File: config.mk
export PLATFORM = sky130hd
export DESIGN_NAME = m10k_load_sequencer
export DESIGN_NICKNAME = d
export VERILOG_FILES = /design/src/rtl/spmv_pkg.sv /design/src/rtl/m10k_idx_streamer.sv /design/src/rtl/m10k_load_sequencer.sv
export SDC_FILE = /design/constraint.sdc
export NUM_CORES = 1
export LEC_CHECK = 0
export ABC_AREA = 1
export BUFFER_PORTS_ARGS = -buffer_cell sky130_fd_sc_hd__buf_2
export CORE_ASPECT_RATIO = 2
export CORE_MARGIN = 2
export CORE_UTILIZATION = 50
export CTS_CLUSTER_SIZE = 30
export DETAILED_ROUTE_END_ITERATION = 8
export PLACE_DENSITY = 0.74
export SLEW_MARGIN = 5
export SYNTH_ARGS = -nofsm -noshare
export SYNTH_HDL_FRONTEND = slang
export SYNTH_SLANG_ARGS = --single-unit
File: constraint.sdc
create_clock -name i_clk -period 2.4 [get_ports i_clk]
set_clock_uncertainty 0.1 [all_clocks]
set_input_delay 0.6 -clock i_clk [delete_from_list [all_inputs] [get_ports i_clk]]
set_output_delay 0.6 -clock i_clk [all_outputs]
set_load 0.01 [all_outputs]
File: src/rtl/spmv_pkg.sv
// Shared SpMV definitions: sequencer state encoding, default sizes and the
// 4-bit debug state width also used by the M10K reader FSMs.
package spmv_pkg;

  localparam int DEF_NUM_BANKS = 2;
  localparam int DEF_CNT_W     = 8;
  localparam int STATE_W       = 4;

  typedef enum logic [STATE_W-1:0] {
    ST_IDLE      = 4'd0,
    ST_LOAD_REQ  = 4'd1,
    ST_LOAD_WAIT = 4'd2,
    ST_STREAM    = 4'd3,
    ST_RELEASE   = 4'd4,
    ST_DONE      = 4'd5
  } seq_state_e;

endpackage

File: src/rtl/m10k_idx_streamer.sv
// STREAM-phase nonzero index generator: latches (and clamps) nnz on an accepted
// go, then walks 0..nnz-1 under a valid/ready handshake without ever wrapping.
module m10k_idx_streamer
  import spmv_pkg::*;
#(
  parameter int CNT_W = DEF_CNT_W
) (
  input  logic             i_clk,
  input  logic             i_rst,
  input  logic             i_latch,
  input  logic [CNT_W:0]   i_nnz,
  input  logic             i_start,
  input  logic             i_clear,
  input  logic             i_ready,
  output logic [CNT_W-1:0] o_count,
  output logic             o_valid,
  output logic             o_last,
  output logic             o_nnz_zero,
  output logic             o_xfer_last
);

  localparam logic [CNT_W:0]   NNZ_MAX = {1'b1, {CNT_W{1'b0}}};
  localparam logic [CNT_W:0]   ONE_N   = (CNT_W+1)'(1);
  localparam logic [CNT_W-1:0] ONE_C   = CNT_W'(1);

  logic [CNT_W:0] nnz_q;
  logic [CNT_W:0] last_idx;
  logic           xfer;

  assign last_idx    = nnz_q - ONE_N;
  assign xfer        = o_valid & i_ready;
  assign o_last      = o_valid & ({1'b0, o_count} == last_idx);
  assign o_xfer_last = xfer & o_last;
  assign o_nnz_zero  = (nnz_q == '0);

  // The final transfer always arrives together with i_clear, so the index
  // stops at nnz-1 even for nnz = 2^CNT_W.
  always_ff @(posedge i_clk or posedge i_rst) begin
    if (i_rst) begin
      nnz_q   <= '0;
      o_count <= '0;
      o_valid <= 1'b0;
    end else begin
      if (i_latch) begin
        nnz_q <= (i_nnz > NNZ_MAX) ? NNZ_MAX : i_nnz;
      end
      if (i_clear) begin
        o_valid <= 1'b0;
        o_count <= '0;
      end else if (i_start) begin
        o_valid <= 1'b1;
        o_count <= '0;
      end else if (xfer) begin
        o_count <= o_count + ONE_C;
      end
    end
  end

endmodule

File: src/rtl/m10k_load_sequencer.sv
// Sequences the per-bank M10K readers, streams nonzero indices, then resets the readers.
// Optional LOAD_SEQ_TIMEOUT_EN adds a per-bank load watchdog driving the sticky o_error.
module m10k_load_sequencer
  import spmv_pkg::*;
#(
  parameter int NUM_BANKS = DEF_NUM_BANKS,
  parameter int CNT_W     = DEF_CNT_W,
  parameter int TIMEOUT   = 64
) (
  input  logic                 i_clk,
  input  logic                 i_rst,
  input  logic                 i_go,
  input  logic                 i_abort,
  input  logic [CNT_W:0]       i_nnz,
  input  logic [NUM_BANKS-1:0] i_bank_done,
  input  logic                 i_ready,
  output logic [NUM_BANKS-1:0] o_read_start,
  output logic [NUM_BANKS-1:0] o_read_reset,
  output logic [CNT_W-1:0]     o_count,
  output logic                 o_valid,
  output logic                 o_last,
  output logic                 o_busy,
  output logic                 o_done,
  output logic                 o_error,
  output logic [STATE_W-1:0]   o_state
);

  localparam int              BANK_W    = (NUM_BANKS > 1) ? $clog2(NUM_BANKS) : 1;
  localparam logic [BANK_W-1:0] LAST_BANK = BANK_W'(NUM_BANKS - 1);

  if (NUM_BANKS < 1 || NUM_BANKS > 8 || TIMEOUT < 1) begin : g_bad_cfg
    $error("m10k_load_sequencer: NUM_BANKS must be 1..8 and TIMEOUT at least 1");
  end

  seq_state_e        state;
  logic [BANK_W-1:0] bank;
  logic [BANK_W-1:0] bank_nxt;
  logic              bank_done;
  logic              last_bank;
  logic              go_accept;
  logic              stream_start;
  logic              stream_clear;
  logic              nnz_zero;
  logic              xfer_last;
  logic              timeout_hit;

  assign bank_nxt  = bank + BANK_W'(1);
  assign bank_done = i_bank_done[bank];
  assign last_bank = (bank == LAST_BANK);
  assign go_accept = (state == ST_IDLE) & i_go;

  // Streamer control mirrors the FSM transitions so o_valid is registered
  // together with the state change into STREAM or out of it.
  assign stream_start = (state == ST_LOAD_WAIT) & bank_done & last_bank &
                        ~i_abort & ~nnz_zero;
  assign stream_clear = ((state == ST_STREAM) & (i_abort | xfer_last)) |
                        (state == ST_RELEASE);

  m10k_idx_streamer #(
    .CNT_W (CNT_W)
  ) u_streamer (
    .i_clk       (i_clk),
    .i_rst       (i_rst),
    .i_latch     (go_accept),
    .i_nnz       (i_nnz),
    .i_start     (stream_start),
    .i_clear     (stream_clear),
    .i_ready     (i_ready),
    .o_count     (o_count),
    .o_valid     (o_valid),
    .o_last      (o_last),
    .o_nnz_zero  (nnz_zero),
    .o_xfer_last (xfer_last)
  );

`ifdef LOAD_SEQ_TIMEOUT_EN
  localparam int WD_W = $clog2(TIMEOUT + 1);

  logic [WD_W-1:0] wd_cnt;
  logic            error_q;

  assign timeout_hit = (state == ST_LOAD_WAIT) & ~bank_done &
                       (wd_cnt == WD_W'(TIMEOUT - 1));
  assign o_error     = error_q;

  // LOAD_REQ always precedes LOAD_WAIT, so clearing there restarts the count per bank.
  always_ff @(posedge i_clk or posedge i_rst) begin
    if (i_rst) begin
      wd_cnt  <= '0;
      error_q <= 1'b0;
    end else begin
      if (state == ST_LOAD_REQ) begin
        wd_cnt <= '0;
      end else if ((state == ST_LOAD_WAIT) && !bank_done) begin
        wd_cnt <= wd_cnt + WD_W'(1);
      end
      if (go_accept) begin
        error_q <= 1'b0;
      end else if (timeout_hit && !i_abort) begin
        error_q <= 1'b1;
      end
    end
  end
`else
  assign timeout_hit = 1'b0;
  assign o_error     = 1'b0;
`endif

  // Pulse outputs default low and are raised only on the transition into the
  // state that owns them, keeping start and reset pulses mutually exclusive.
  always_ff @(posedge i_clk or posedge i_rst) begin
    if (i_rst) begin
      state        <= ST_IDLE;
      bank         <= '0;
      o_read_start <= '0;
      o_read_reset <= '0;
      o_done       <= 1'b0;
    end else begin
      o_read_start <= '0;
      o_read_reset <= '0;
      o_done       <= 1'b0;
      case (state)
        ST_IDLE: begin
          if (i_go) begin
            bank         <= '0;
            o_read_start <= NUM_BANKS'(1);
            state        <= ST_LOAD_REQ;
          end
        end
        ST_LOAD_REQ: begin
          if (i_abort) begin
            o_read_reset <= '1;
            state        <= ST_RELEASE;
          end else begin
            state <= ST_LOAD_WAIT;
          end
        end
        ST_LOAD_WAIT: begin
          if (i_abort || timeout_hit) begin
            o_read_reset <= '1;
            state        <= ST_RELEASE;
          end else if (bank_done) begin
            if (!last_bank) begin
              bank         <= bank_nxt;
              o_read_start <= NUM_BANKS'(1) << bank_nxt;
              state        <= ST_LOAD_REQ;
            end else if (nnz_zero) begin
              o_read_reset <= '1;
              state        <= ST_RELEASE;
            end else begin
              state <= ST_STREAM;
            end
          end
        end
        ST_STREAM: begin
          if (i_abort || xfer_last) begin
            o_read_reset <= '1;
            state        <= ST_RELEASE;
          end
        end
        ST_RELEASE: begin
          o_done <= 1'b1;
          state  <= ST_DONE;
        end
        ST_DONE: begin
          state <= ST_IDLE;
        end
        default: begin
          state <= ST_IDLE;
        end
      endcase
    end
  end

  assign o_busy  = (state != ST_IDLE);
  assign o_state = state;

endmodule

==> results of run 1 <==
==> placed cells by master (no fill, tap or decap), types with 5 or more instances in the layout <==
cell type                  n
sky130_fd_sc_hd__dfrtp_1  25
sky130_fd_sc_hd__nor3_1    5
sky130_fd_sc_hd__xor2_1    7
sky130_fd_sc_hd__inv_2     5
sky130_fd_sc_hd__nand2_2   5
sky130_fd_sc_hd__nand2_1  59
sky130_fd_sc_hd__buf_4    10
sky130_fd_sc_hd__o21ai_2   8
sky130_fd_sc_hd__nor2_1   28
sky130_fd_sc_hd__nand3_1  17
sky130_fd_sc_hd__buf_2    34
sky130_fd_sc_hd__inv_1    26
==> state kept, by name, indices dropped and copies added, names as in the netlist <==
| register | flops |
|---|---|
| bank | 1 |
| o_read_reset | 1 |
| o_done | 1 |
| u_streamer.o_count | 8 |
| o_state | 3 |
| u_streamer.o_valid | 1 |
| u_streamer.nnz_q | 9 |
| o_read_start | 2 |
==> power by group through the flow <==
| stage | combinational, W | sequential [W] | clock (W) |
|---|---|---|---|
| floorplan | 0.000864 | 0.000696 | 0 |
| global placement | 0.00111 | 0.000697 | 0 |
| detailed placement | 0.00113 | 0.000699 | 0 |
| CTS | 0.00116 | 0.000689 | 0.000243 |
| global route | 0.00144 | 0.000710 | 0.000256 |
| finish | 0.00128 | 0.000691 | 0.000238 |
==> Yosys cell counts, types with 2 or more instances <==
cell and count:
sky130_fd_sc_hd__a21oi_1 2, sky130_fd_sc_hd__buf_4 3, sky130_fd_sc_hd__dfrtp_1 26, sky130_fd_sc_hd__ha_1 3, sky130_fd_sc_hd__inv_1 29, sky130_fd_sc_hd__inv_2 3
sky130_fd_sc_hd__nand2_1 61, sky130_fd_sc_hd__nand2_2 3, sky130_fd_sc_hd__nand3_1 17, sky130_fd_sc_hd__nand4_1 3, sky130_fd_sc_hd__nor2_1 28, sky130_fd_sc_hd__nor2_2 5
sky130_fd_sc_hd__nor2_4 2, sky130_fd_sc_hd__nor3_1 5, sky130_fd_sc_hd__nor4_1 2, sky130_fd_sc_hd__o21ai_0 4, sky130_fd_sc_hd__o21ai_2 8, sky130_fd_sc_hd__xnor2_1 4
sky130_fd_sc_hd__xor2_1 7
==> area by class of cell <==
| type | instances | share of cell area (%) |
|---|---|---|
| Inverter | 33 | 6.34 |
| Clock buffer | 3 | 2.07 |
| Sequential cell | 26 | 32.7 |
| Timing Repair Buffer | 44 | 12.3 |
| Tap cell | 31 | 1.95 |
| Multi-Input combinational cell | 163 | 44.6 |
==> stage by stage <==
stage | setup TNS [ns] | instance area [um^2]
after global placement | 0 | 1860
after CTS | 0 | 1930
after detailed placement | 0 | 1860
after global routing | -0.126 | 1990
after floorplan | 0 | 1670
final | -0.0159 | 1990
==> how the worst max path moves through the flow <==
| stage | startpoint | end | slack [ns] | cells after the start |
|---|---|---|---|---|
| after CTS | u_streamer.nnz_q[0]$_DFFE_PP0P_ | o_last | 0.007 | 10 |
| after global routing | u_streamer.nnz_q[1]$_DFFE_PP0P_ | o_last | -0.13 | 11 |
| after detailed placement | u_streamer.nnz_q[0]$_DFFE_PP0P_ | o_last | 0.16 | 10 |
| after floorplan | u_streamer.nnz_q[0]$_DFFE_PP0P_ | o_last | 0.36 | 9 |
| final | u_streamer.nnz_q[1]$_DFFE_PP0P_ | o_last | -0.02 | 11 |
| after global placement | u_streamer.nnz_q[0]$_DFFE_PP0P_ | o_last | 0.20 | 10 |
==> worst max-delay path, cell delays in order, from the launching register on <==
cell and delay [ns]:
sky130_fd_sc_hd__dfrtp_1 0.39, sky130_fd_sc_hd__inv_2 0.11, sky130_fd_sc_hd__buf_4 0.12, sky130_fd_sc_hd__nand2_2 0.04, sky130_fd_sc_hd__nor2_2 0.15, sky130_fd_sc_hd__nand2_1 0.06
sky130_fd_sc_hd__nand2_1 0.08, sky130_fd_sc_hd__nand2_1 0.07, sky130_fd_sc_hd__nor2_1 0.10, sky130_fd_sc_hd__nand2_1 0.06, sky130_fd_sc_hd__nor2_2 0.13, sky130_fd_sc_hd__buf_2 0.14
==> kinds of logic (layout without fill, tap and decap cells) <==
logic type / after synthesis / in the layout / synth area share [%]
buf+inv: 37 / 80 / 9.44
flops: 26 / 26 / 39.0
xor+xnor: 11 / 11 / 5.77
mux: 1 / 1 / 0.599
simple gates: 129 / 129 / 35.0
fa+ha+maj: 3 / 3 / 2.25
other cells: 1 / 2 / 0.225
compound gates: 17 / 17 / 7.79
==> layer usage <==
| metal | part of all wire [%] | track usage [%] |
|---|---|---|
| met5 | 0 | 0 |
| met4 | 4.2 | 12.8 |
| met3 | 2.5 | 1.68 |
| met2 | 59 | 40.8 |
| met1 | 34 | 20.8 |
==> what timing repair did <==
action | in CTS | in global routing
endpoints found under the setup margin | 1 | 1
pin swaps | 0 | 9
buffers inserted | 1 | 7
gates resized for setup | 3 | 6
endpoints found under the hold margin | 0 | 0
==> metrics.txt, run 1 <==
result of the run=finished with violations; violations in the final reports=negative setup slack; leakage power of the design=~1.1 nW; Net count, final=290; final WL=3880 um; global-route wire length before repair=about 6300 um; number of standard cells in the final layout excluding fillers=300; r2r setup slk=0.35 ns; maximum number of pins on one net before global-route repair=27; EDFF count, synth=0; Post-Syn Instances=between 200 and 250; total internal power=0.00119 W; port buffer count=34; synth warn=0; Final WS setup=-0.0159 ns; worst IR drop on VDD=749 uV; die area=3850 um^2; Starting Density=52.3%; number of global-route vias before repair=1514; cell total after placement=289; setup repair after global routing missed its margin=true; Antenna Nets Post-Route=0; proportion of total power due to net switching=~46%; sum of net half-perimeters after detailed placement=3040 um; drt first-iter violations=33; antenna violations before repair=0; Seq/Total Area, Yosys=39.0%; power per standard cell area=1110 nW/um^2; detailed-router iteration count before antenna repair=4; max-slew violation count=0; largest driver fanout on the critical path=4; dominant synthesized flop cell=sky130_fd_sc_hd__dfrtp_1; Final Hold Viols=0; average cell area after synthesis=7.42 um^2; total clock buffers created by CTS=3; Post-synth ARST share=100%; Storage cell area=652 um^2; smallest hold slack=between 0.2 and 0.3 ns; TritonCTS Sinks=26; proportion of power drawn by the clock network=10.8%; cell area after technology mapping=1670 um^2; combined area of the multi-input logic cells=888 um^2; number of top-level pins=37; later-pin clock latency in the skew report=0.26 ns; r2r startpoint=u_streamer.nnz_q[1]$_DFFE_PP0P_; Clk pin slew, worst setup/hold paths=0.08 ns; dpl ws=0.156 ns; Reg2Reg Capture Point=u_streamer.o_count[2]$_DFFE_PP0P_; die height=85.7 um; library cells used by synthesis=29; number of remaining DRC errors=0; grt total ovfl=0; clock root cell=sky130_fd_sc_hd__clkbuf_8; routed len/inst=12.9 um; CP Data Required Time=1.70 ns; H-Tree Depth=1; proportion of netlist area held by the largest area contributor=about two fifths; Crit Path Class=reg2out; placeable core area=3190 um^2; Worst Setup End Kind=output pin; minimum clock period=between 2 and 2.5 ns; signed area change from the synthesized netlist to the final layout=19.3%; final worst-path cycle share=101%; type of the most critical hold path=in2async; FILL cells=a little over 300; NetSw=0.00102 W; routed vias=1570; Ant. Diodes=0; Synth area leader=sky130_fd_sc_hd__dfrtp_1; count of maximum capacitance violations=0; final setup violation count=1; Horiz. Die Dim=around 45 um; overall power consumption=around 0.0022 W; portion of total power attributed to sequential cells=around 31%; Setup crit start kind=register; Max Root-Sink Buffers=2; Seq cells post-synth=26; cell row count=29; CP Data Arrival Time=1.72 ns; maximum frequency from static timing analysis=414 MHz; hold-fix buffers at CTS=0; fraction of layout instances using a drive strength above 1=between 20% and 30%; top cells by area, synth=sky130_fd_sc_hd__dfrtp_1 (39%), sky130_fd_sc_hd__nand2_1 (14%), sky130_fd_sc_hd__inv_1 (6.5%); clock tree from TritonCTS=done; Worst R2R Path Depth=16; Global Route Usage Sum=between 20% and 30%; final core occ=62.4%; last weighted congestion value of the routability-driven placer=roughly 0.90; via density per instance=5.23; share of total power in combinational logic=between 50% and 60%
Note: power is estimated with default switching activity, not from simulation.
==> run 2: changes to the inputs <==
--- a/config.mk
+++ b/config.mk
@@ -12,7 +12,9 @@
 export CORE_UTILIZATION = 50
 export CTS_CLUSTER_SIZE = 30
 export DETAILED_ROUTE_END_ITERATION = 8
+export GPL_ROUTABILITY_DRIVEN = 1
 export PLACE_DENSITY = 0.74
+export REMOVE_ABC_BUFFERS = 1
 export SLEW_MARGIN = 5
 export SYNTH_ARGS = -nofsm -noshare
 export SYNTH_HDL_FRONTEND = slang
==> constraint.sdc (replaced) <==
create_clock -name i_clk -period 2.46 [get_ports i_clk]
set_clock_uncertainty 0.1 [all_clocks]
set_input_delay 0.615 -clock i_clk [delete_from_list [all_inputs] [get_ports i_clk]]
set_output_delay 0.615 -clock i_clk [all_outputs]
set_load 0.01 [all_outputs]
==> metrics.txt, run 2 (synthesis results as in run 1) <==
cell total after placement=289 (unchanged); maximum number of pins on one net before global-route repair=27 (unchanged); fraction of layout instances using a drive strength above 1=28.3% (-0.74 points); Setup crit start kind=register; final worst-path cycle share=96.4%; total negative slack=0 ns (+0.0159 ns); worst IR drop on VDD=741 uV (-1.0%); placeable core area=3190 um^2 (unchanged); Reg2Reg Capture Point=u_streamer.o_count[0]$_DFFE_PP0P_; number of remaining DRC errors=0 (unchanged); max-slew violation count=0 (unchanged); largest driver fanout on the critical path=3 (-1); die area=3850 um^2 (unchanged); global-route wire length before repair=6590 um (+5.1%); drt first-iter violations=31 (-6.1%); clock root cell=sky130_fd_sc_hd__clkbuf_8; minimum clock period=2.37 ns; via density per instance=5.30 (+1.2%); number of flip-flops under the largest register name=9 (unchanged); NetSw=0.000994 W (-2.7%); number of global-route vias before repair=1543 (+1.9%); final setup violation count=0 (-1); Max Root-Sink Buffers=2 (unchanged); FILL cells=309 (+1.3%); Worst Setup End Kind=output pin; sum of net half-perimeters after detailed placement=3100 um (+2.1%); grt total ovfl=0 (unchanged); share of total power in combinational logic=55.7% (-2.2 points); Antenna Nets Post-Route=0 (unchanged); power per standard cell area=1080 nW/um^2 (-2.3%); leakage power of the design=1.08 nW (+0.51%); Starting Density=52.3% (unchanged); r2r setup slk=0.49 ns (+0.14 ns); Biggest register=u_streamer.nnz_q; portion of total power attributed to sequential cells=31.3% (about the same); type of the most critical hold path=in2async; total internal power=0.00116 W (-1.8%); Horiz. Die Dim=44.9 um (unchanged); H-Tree Depth=1 (unchanged); TritonCTS Sinks=26 (unchanged); Final Hold Viols=0 (unchanged); last weighted congestion value of the routability-driven placer=0.881 (-2.1%); proportion of total power due to net switching=46.0% (-0.23 points); count of maximum capacitance violations=0 (unchanged); number of standard cells in the final layout excluding fillers=300 (unchanged); r2r startpoint=u_streamer.nnz_q[1]$_DFFE_PP0P_; clock tree from TritonCTS=done; most used cells in the layout excluding fill and tap cells=sky130_fd_sc_hd__nand2_1 (60), sky130_fd_sc_hd__buf_2 (34), sky130_fd_sc_hd__inv_1 (27), sky130_fd_sc_hd__nor2_1 (27), sky130_fd_sc_hd__dfrtp_1 (26); final WL=3920 um (+1.2%); Crit Path Class=reg2out; die height=85.7 um (unchanged); routed len/inst=13.1 um (+1.2%); cell row count=29 (unchanged); result of the run=finished, final reports clean; total clock buffers created by CTS=3 (unchanged); CP Data Arrival Time=1.66 ns (-0.06 ns); CP Data Required Time=1.75 ns (+0.05 ns); maximum frequency from static timing analysis=422 MHz; port buffer count=34 (unchanged); routed vias=1589 (+1.2%); later-pin clock latency in the skew report=0.28 ns (+0.02 ns); antenna violations before repair=0 (unchanged); most common cell after layout, fill and taps aside=sky130_fd_sc_hd__nand2_1; proportion of power drawn by the clock network=13.0% (+2.2 points); Clk pin slew, worst setup/hold paths=0.09 ns (about the same); Global Route Usage Sum=23.0% (+1.5 points); Ant. Diodes=0 (unchanged); Net count, final=289 (-0.34%); detailed-router iteration count before antenna repair=4 (unchanged); Worst R2R Path Depth=15 (-1); number of top-level pins=37 (unchanged); signed area change from the synthesized netlist to the final layout=19.4%
run 2: worst max path at each step:
stage                                                from     end  cells after the start
after floorplan           u_streamer.nnz_q[0]$_DFFE_PP0P_  o_last                      9
after detailed placement  u_streamer.nnz_q[0]$_DFFE_PP0P_  o_last                     10
after global placement    u_streamer.nnz_q[0]$_DFFE_PP0P_  o_last                     10
after global routing      u_streamer.nnz_q[0]$_DFFE_PP0P_  o_last                     11
after CTS                 u_streamer.nnz_q[0]$_DFFE_PP0P_  o_last                     10
final                     u_streamer.nnz_q[1]$_DFFE_PP0P_  o_last                     10
run 2: power by group through the flow:
stage	registers [W]	clock network, W	logic [W]
floorplan	0.000683	0	0.000800
global placement	0.000681	0	0.00108
detailed placement	0.000684	0	0.00110
CTS	0.000674	0.000284	0.00114
global route	0.000692	0.000299	0.00136
finish	0.000676	0.000280	0.00120
run 2: layout make-up:
type | instances | area (um^2) | share of cell area [%]
Multi-Input combinational cell | 163 | 888 | 44.5
Sequential cell | 26 | 651 | 32.6
Timing Repair Buffer | 43 | 238 | 11.9
Inverter | 33 | 124 | 6.21
Clock buffer | 4 | 55.1 | 2.76
Tap cell | 31 | 38.8 | 1.94
run 2: layer usage:
metal / up-vias / share of wire [%] / track usage [%]
li1: 785 / - / -
met1: 749 / 35 / 22.3
met2: 42 / 58 / 44.1
met3: 13 / 3.1 / 2.74
met4: 0 / 3.7 / 11.5
met5: - / 0 / 0
run 2: critical path: stages, from the launching register on:
cell,delay (ns)
sky130_fd_sc_hd__dfrtp_1,0.40
sky130_fd_sc_hd__inv_2,0.10
sky130_fd_sc_hd__ha_4,0.20
sky130_fd_sc_hd__nand2_1,0.06
sky130_fd_sc_hd__inv_1,0.04
sky130_fd_sc_hd__nor2_1,0.07
sky130_fd_sc_hd__nand3_1,0.07
sky130_fd_sc_hd__nor2_1,0.11
sky130_fd_sc_hd__nand3_1,0.10
sky130_fd_sc_hd__nor2_2,0.10
sky130_fd_sc_hd__buf_2,0.13
run 2: what timing repair did:
| item | in CTS | in global routing |
|---|---|---|
| pin swaps | 0 | 5 |
| setup endpoints to repair | 1 | 1 |
| buffers inserted | 1 | 6 |
| hold buffers | 0 | 0 |
| gates resized for setup | 3 | 3 |
run 2: metrics by stage:
stage | area [um^2] | setup slack (ns) | power [W] | hold WS (ns) | utilization, %
final | 1990 | 0.0888 | 0.00216 | 0.276 | 62.5
after global routing | 1990 | -0.0274 | 0.00235 | 0.352 | 62.5
after CTS | 1940 | 0.0236 | 0.00210 | 0.293 | 60.7
after detailed placement | 1860 | 0.196 | 0.00179 | 0.456 | 58.4
after global placement | 1860 | 0.251 | 0.00177 | 0.443 | 58.4
after floorplan | 1640 | 0.403 | 0.00148 | 0.386 | -
==> run 3: changes to the inputs <==
--- a/config.mk
+++ b/config.mk
@@ -14,6 +14,7 @@
 export DETAILED_ROUTE_END_ITERATION = 8
 export GPL_ROUTABILITY_DRIVEN = 1
 export PLACE_DENSITY = 0.74
+export RECOVER_POWER = 100
 export REMOVE_ABC_BUFFERS = 1
 export SLEW_MARGIN = 5
 export SYNTH_ARGS = -nofsm -noshare
==> metrics.txt, run 3 (synthesis results as in run 1) <==
result of the run=finished, final reports clean; r2r startpoint=o_state[2]$_DFFE_PP0P_; die height=85.7 um (unchanged); drt first-iter violations=34 (+9.7%); worst setup path startpoint=u_streamer.nnz_q[1]$_DFFE_PP0P_; Horiz. Die Dim=44.9 um (unchanged); later-pin clock latency in the skew report=0.28 ns (about the same); most common cell after layout, fill and taps aside=sky130_fd_sc_hd__nand2_1; hold-fix buffers at CTS=0 (unchanged); grt total ovfl=0 (unchanged); final worst-path cycle share=96.4% (about the same); power per standard cell area=1080 nW/um^2 (about the same); r2r setup slk=0.42 ns (-0.07 ns); Ant. Diodes=0 (unchanged); Clk pin slew, worst setup/hold paths=0.08 ns (about the same); signed area change from the synthesized netlist to the final layout=16.8%; clock tree from TritonCTS=done; sum of net half-perimeters after detailed placement=3100 um (unchanged); routed vias=1596 (+0.44%); global-route wire length before repair=6590 um (unchanged); most used cells in the layout excluding fill and tap cells=sky130_fd_sc_hd__nand2_1 (60), sky130_fd_sc_hd__nor2_1 (28), sky130_fd_sc_hd__inv_1 (27); busiest metal layer after global routing=met2; max-slew violation count=0 (unchanged); minimum clock period=2.37 ns (+0.000562 ns); Antenna Nets Post-Route=0 (unchanged); last weighted congestion value of the routability-driven placer=0.881 (unchanged); cell row count=29 (unchanged); CP Data Required Time=1.75 ns (about the same); Biggest register=u_streamer.nnz_q; met2 Usage GRT=44.1% (unchanged); clock root cell=sky130_fd_sc_hd__clkbuf_8; total number of cells along the worst setup path=10 (unchanged); highest-delay cell along the critical path=sky130_fd_sc_hd__dfrtp_1; final WL=3950 um (+0.77%); worst IR drop on VDD=741 uV (about the same); worst setup path end=o_last; Max Root-Sink Buffers=2 (unchanged); maximum frequency from static timing analysis=422 MHz (about the same); Starting Density=52.3% (unchanged); port buffer count=34 (unchanged); largest driver fanout on the critical path=3 (unchanged); final setup violation count=0 (unchanged); number of global-route vias before repair=1543 (unchanged); placeable core area=3190 um^2 (unchanged); H-Tree Depth=1 (unchanged); CP cell instances=inv_2 > ha_4 > nand2_1 > inv_1 > nor2_1 > nand3_1 > nor2_1 > nand3_1 > nor2_2 > buf_2; cell area after placement=1860 um^2 (unchanged); routed len/inst=13.2 um (+0.77%); met1 capacity usage during global routing=22.3% (unchanged); detailed-router iteration count before antenna repair=4 (unchanged); total negative slack=0 ns (unchanged); Buffers & Inverters on Critical Path=3 (unchanged); Worst R2R Path Depth=10 (-5); post-route cell area=1950 um^2 (-2.2%); leakage power of the design=1.01 nW (-7.0%); type of the most critical hold path=in2reg; worst max-slew margin expressed relative to the limit=6.07%; maximum number of pins on one net before global-route repair=27 (unchanged); met3 usage=2.74% (unchanged); via density per instance=5.32 (+0.44%); count of maximum capacitance violations=0 (unchanged); number of top-level pins=37 (unchanged); CP Data Arrival Time=1.66 ns (about the same); total clock buffers created by CTS=3 (unchanged); fraction of layout instances using a drive strength above 1=20.8% (-7.4 points); Final Hold Viols=0 (unchanged); category of cells accounting for the largest share of critical-path delay=simple AND/OR/NAND/NOR gates; Crit Path Class=reg2out; Global Route Usage Sum=23.0% (unchanged); Reg2Reg Capture Point=u_streamer.nnz_q[2]$_DFFE_PP0P_; Net count, final=289 (unchanged); Setup crit start kind=register; TritonCTS Sinks=26 (unchanged); die area=3850 um^2 (unchanged); largest incremental delay on the critical path=0.40 ns (about the same); antenna violations before repair=0 (unchanged); Worst Tran Pin Value=1.41 ns; number of remaining DRC errors=0 (unchanged); Worst Setup End Kind=output pin; number of flip-flops under the largest register name=9 (unchanged)
## run 3: cell count changes in the layout (fill, tap and decap cells not counted)
cell / previous run / this run
sky130_fd_sc_hd__clkbuf_1: 0 / 18
sky130_fd_sc_hd__nor2_2: 5 / 6
sky130_fd_sc_hd__nor2_4: 3 / 1
sky130_fd_sc_hd__nor2_1: 27 / 28
sky130_fd_sc_hd__o2111ai_1: 0 / 1
sky130_fd_sc_hd__buf_4: 9 / 8
sky130_fd_sc_hd__buf_2: 34 / 17
sky130_fd_sc_hd__o2111ai_2: 1 / 0
## run 3: power by group
part           internal [W]  switching, W  leakage (nW)
combinational      0.000441      0.000712         0.637
sequential         0.000551      0.000126         0.344
clock              0.000144      0.000138        0.0288
## run 3: layout make-up
cell class	count	area (um^2)
clock buffer	4	55.1
timing repair buffer	43	213
sequential	26	651
multi-input combinational	163	870
inverter	33	124
fill	325	1240
tap	31	38.8
## run 3: worst reg2reg max path, stage by stage (launching register included)
cell                        delay (ns)
sky130_fd_sc_hd__dfrtp_1          0.43
sky130_fd_sc_hd__nor2_1           0.10
sky130_fd_sc_hd__inv_1            0.10
sky130_fd_sc_hd__nor2_1           0.05
sky130_fd_sc_hd__inv_1            0.06
sky130_fd_sc_hd__nor2_1           0.04
sky130_fd_sc_hd__inv_1            0.06
sky130_fd_sc_hd__o2111ai_1        0.14
sky130_fd_sc_hd__nor2_2           0.56
sky130_fd_sc_hd__buf_4            0.25
sky130_fd_sc_hd__o21ai_2          0.05
## run 3: through the flow
step / util, % / std cells / total power (W) / worst slack (ns) / hold WS, ns
global route: 61.1 / 300 / 0.00231 / -0.0275 / 0.455
CTS: 60.7 / 294 / 0.00210 / 0.0236 / 0.293
detailed placement: 58.4 / 289 / 0.00179 / 0.196 / 0.456
global placement: 58.4 / 289 / 0.00177 / 0.251 / 0.443
floorplan: - / 222 / 0.00148 / 0.403 / 0.386
finish: 61.1 / 300 / 0.00211 / 0.0882 / 0.457
## run 3: per-layer routing
| layer | up-vias | wire length [um] |
|---|---|---|
| li1 | 786 | - |
| met1 | 755 | 1390 |
| met2 | 42 | 2300 |
| met3 | 13 | 117 |
| met4 | 0 | 150 |
| met5 | - | 0 |
## run 3: timing repair
item / 4_1_cts / 5_1_grt
setup buffers: 1 / 6
pin swaps: 0 / 5
resized for setup: 3 / 3
endpoints found under the setup margin: 1 / 1
## run 3: worst min-delay path by stage
stage | start | endpoint | depth (start not counted)
after floorplan | u_streamer.nnz_q[8]$_DFFE_PP0P_ | u_streamer.nnz_q[8]$_DFFE_PP0P_ | 1
after global routing | i_abort | o_read_start[1]$_DFF_PP0_ | 2
after global placement | u_streamer.nnz_q[8]$_DFFE_PP0P_ | u_streamer.nnz_q[8]$_DFFE_PP0P_ | 1
final | i_abort | o_read_start[1]$_DFF_PP0_ | 2
after CTS | i_rst | o_read_reset[0]$_DFF_PP0_ | 3
after detailed placement | u_streamer.nnz_q[8]$_DFFE_PP0P_ | u_streamer.nnz_q[8]$_DFFE_PP0P_ | 1
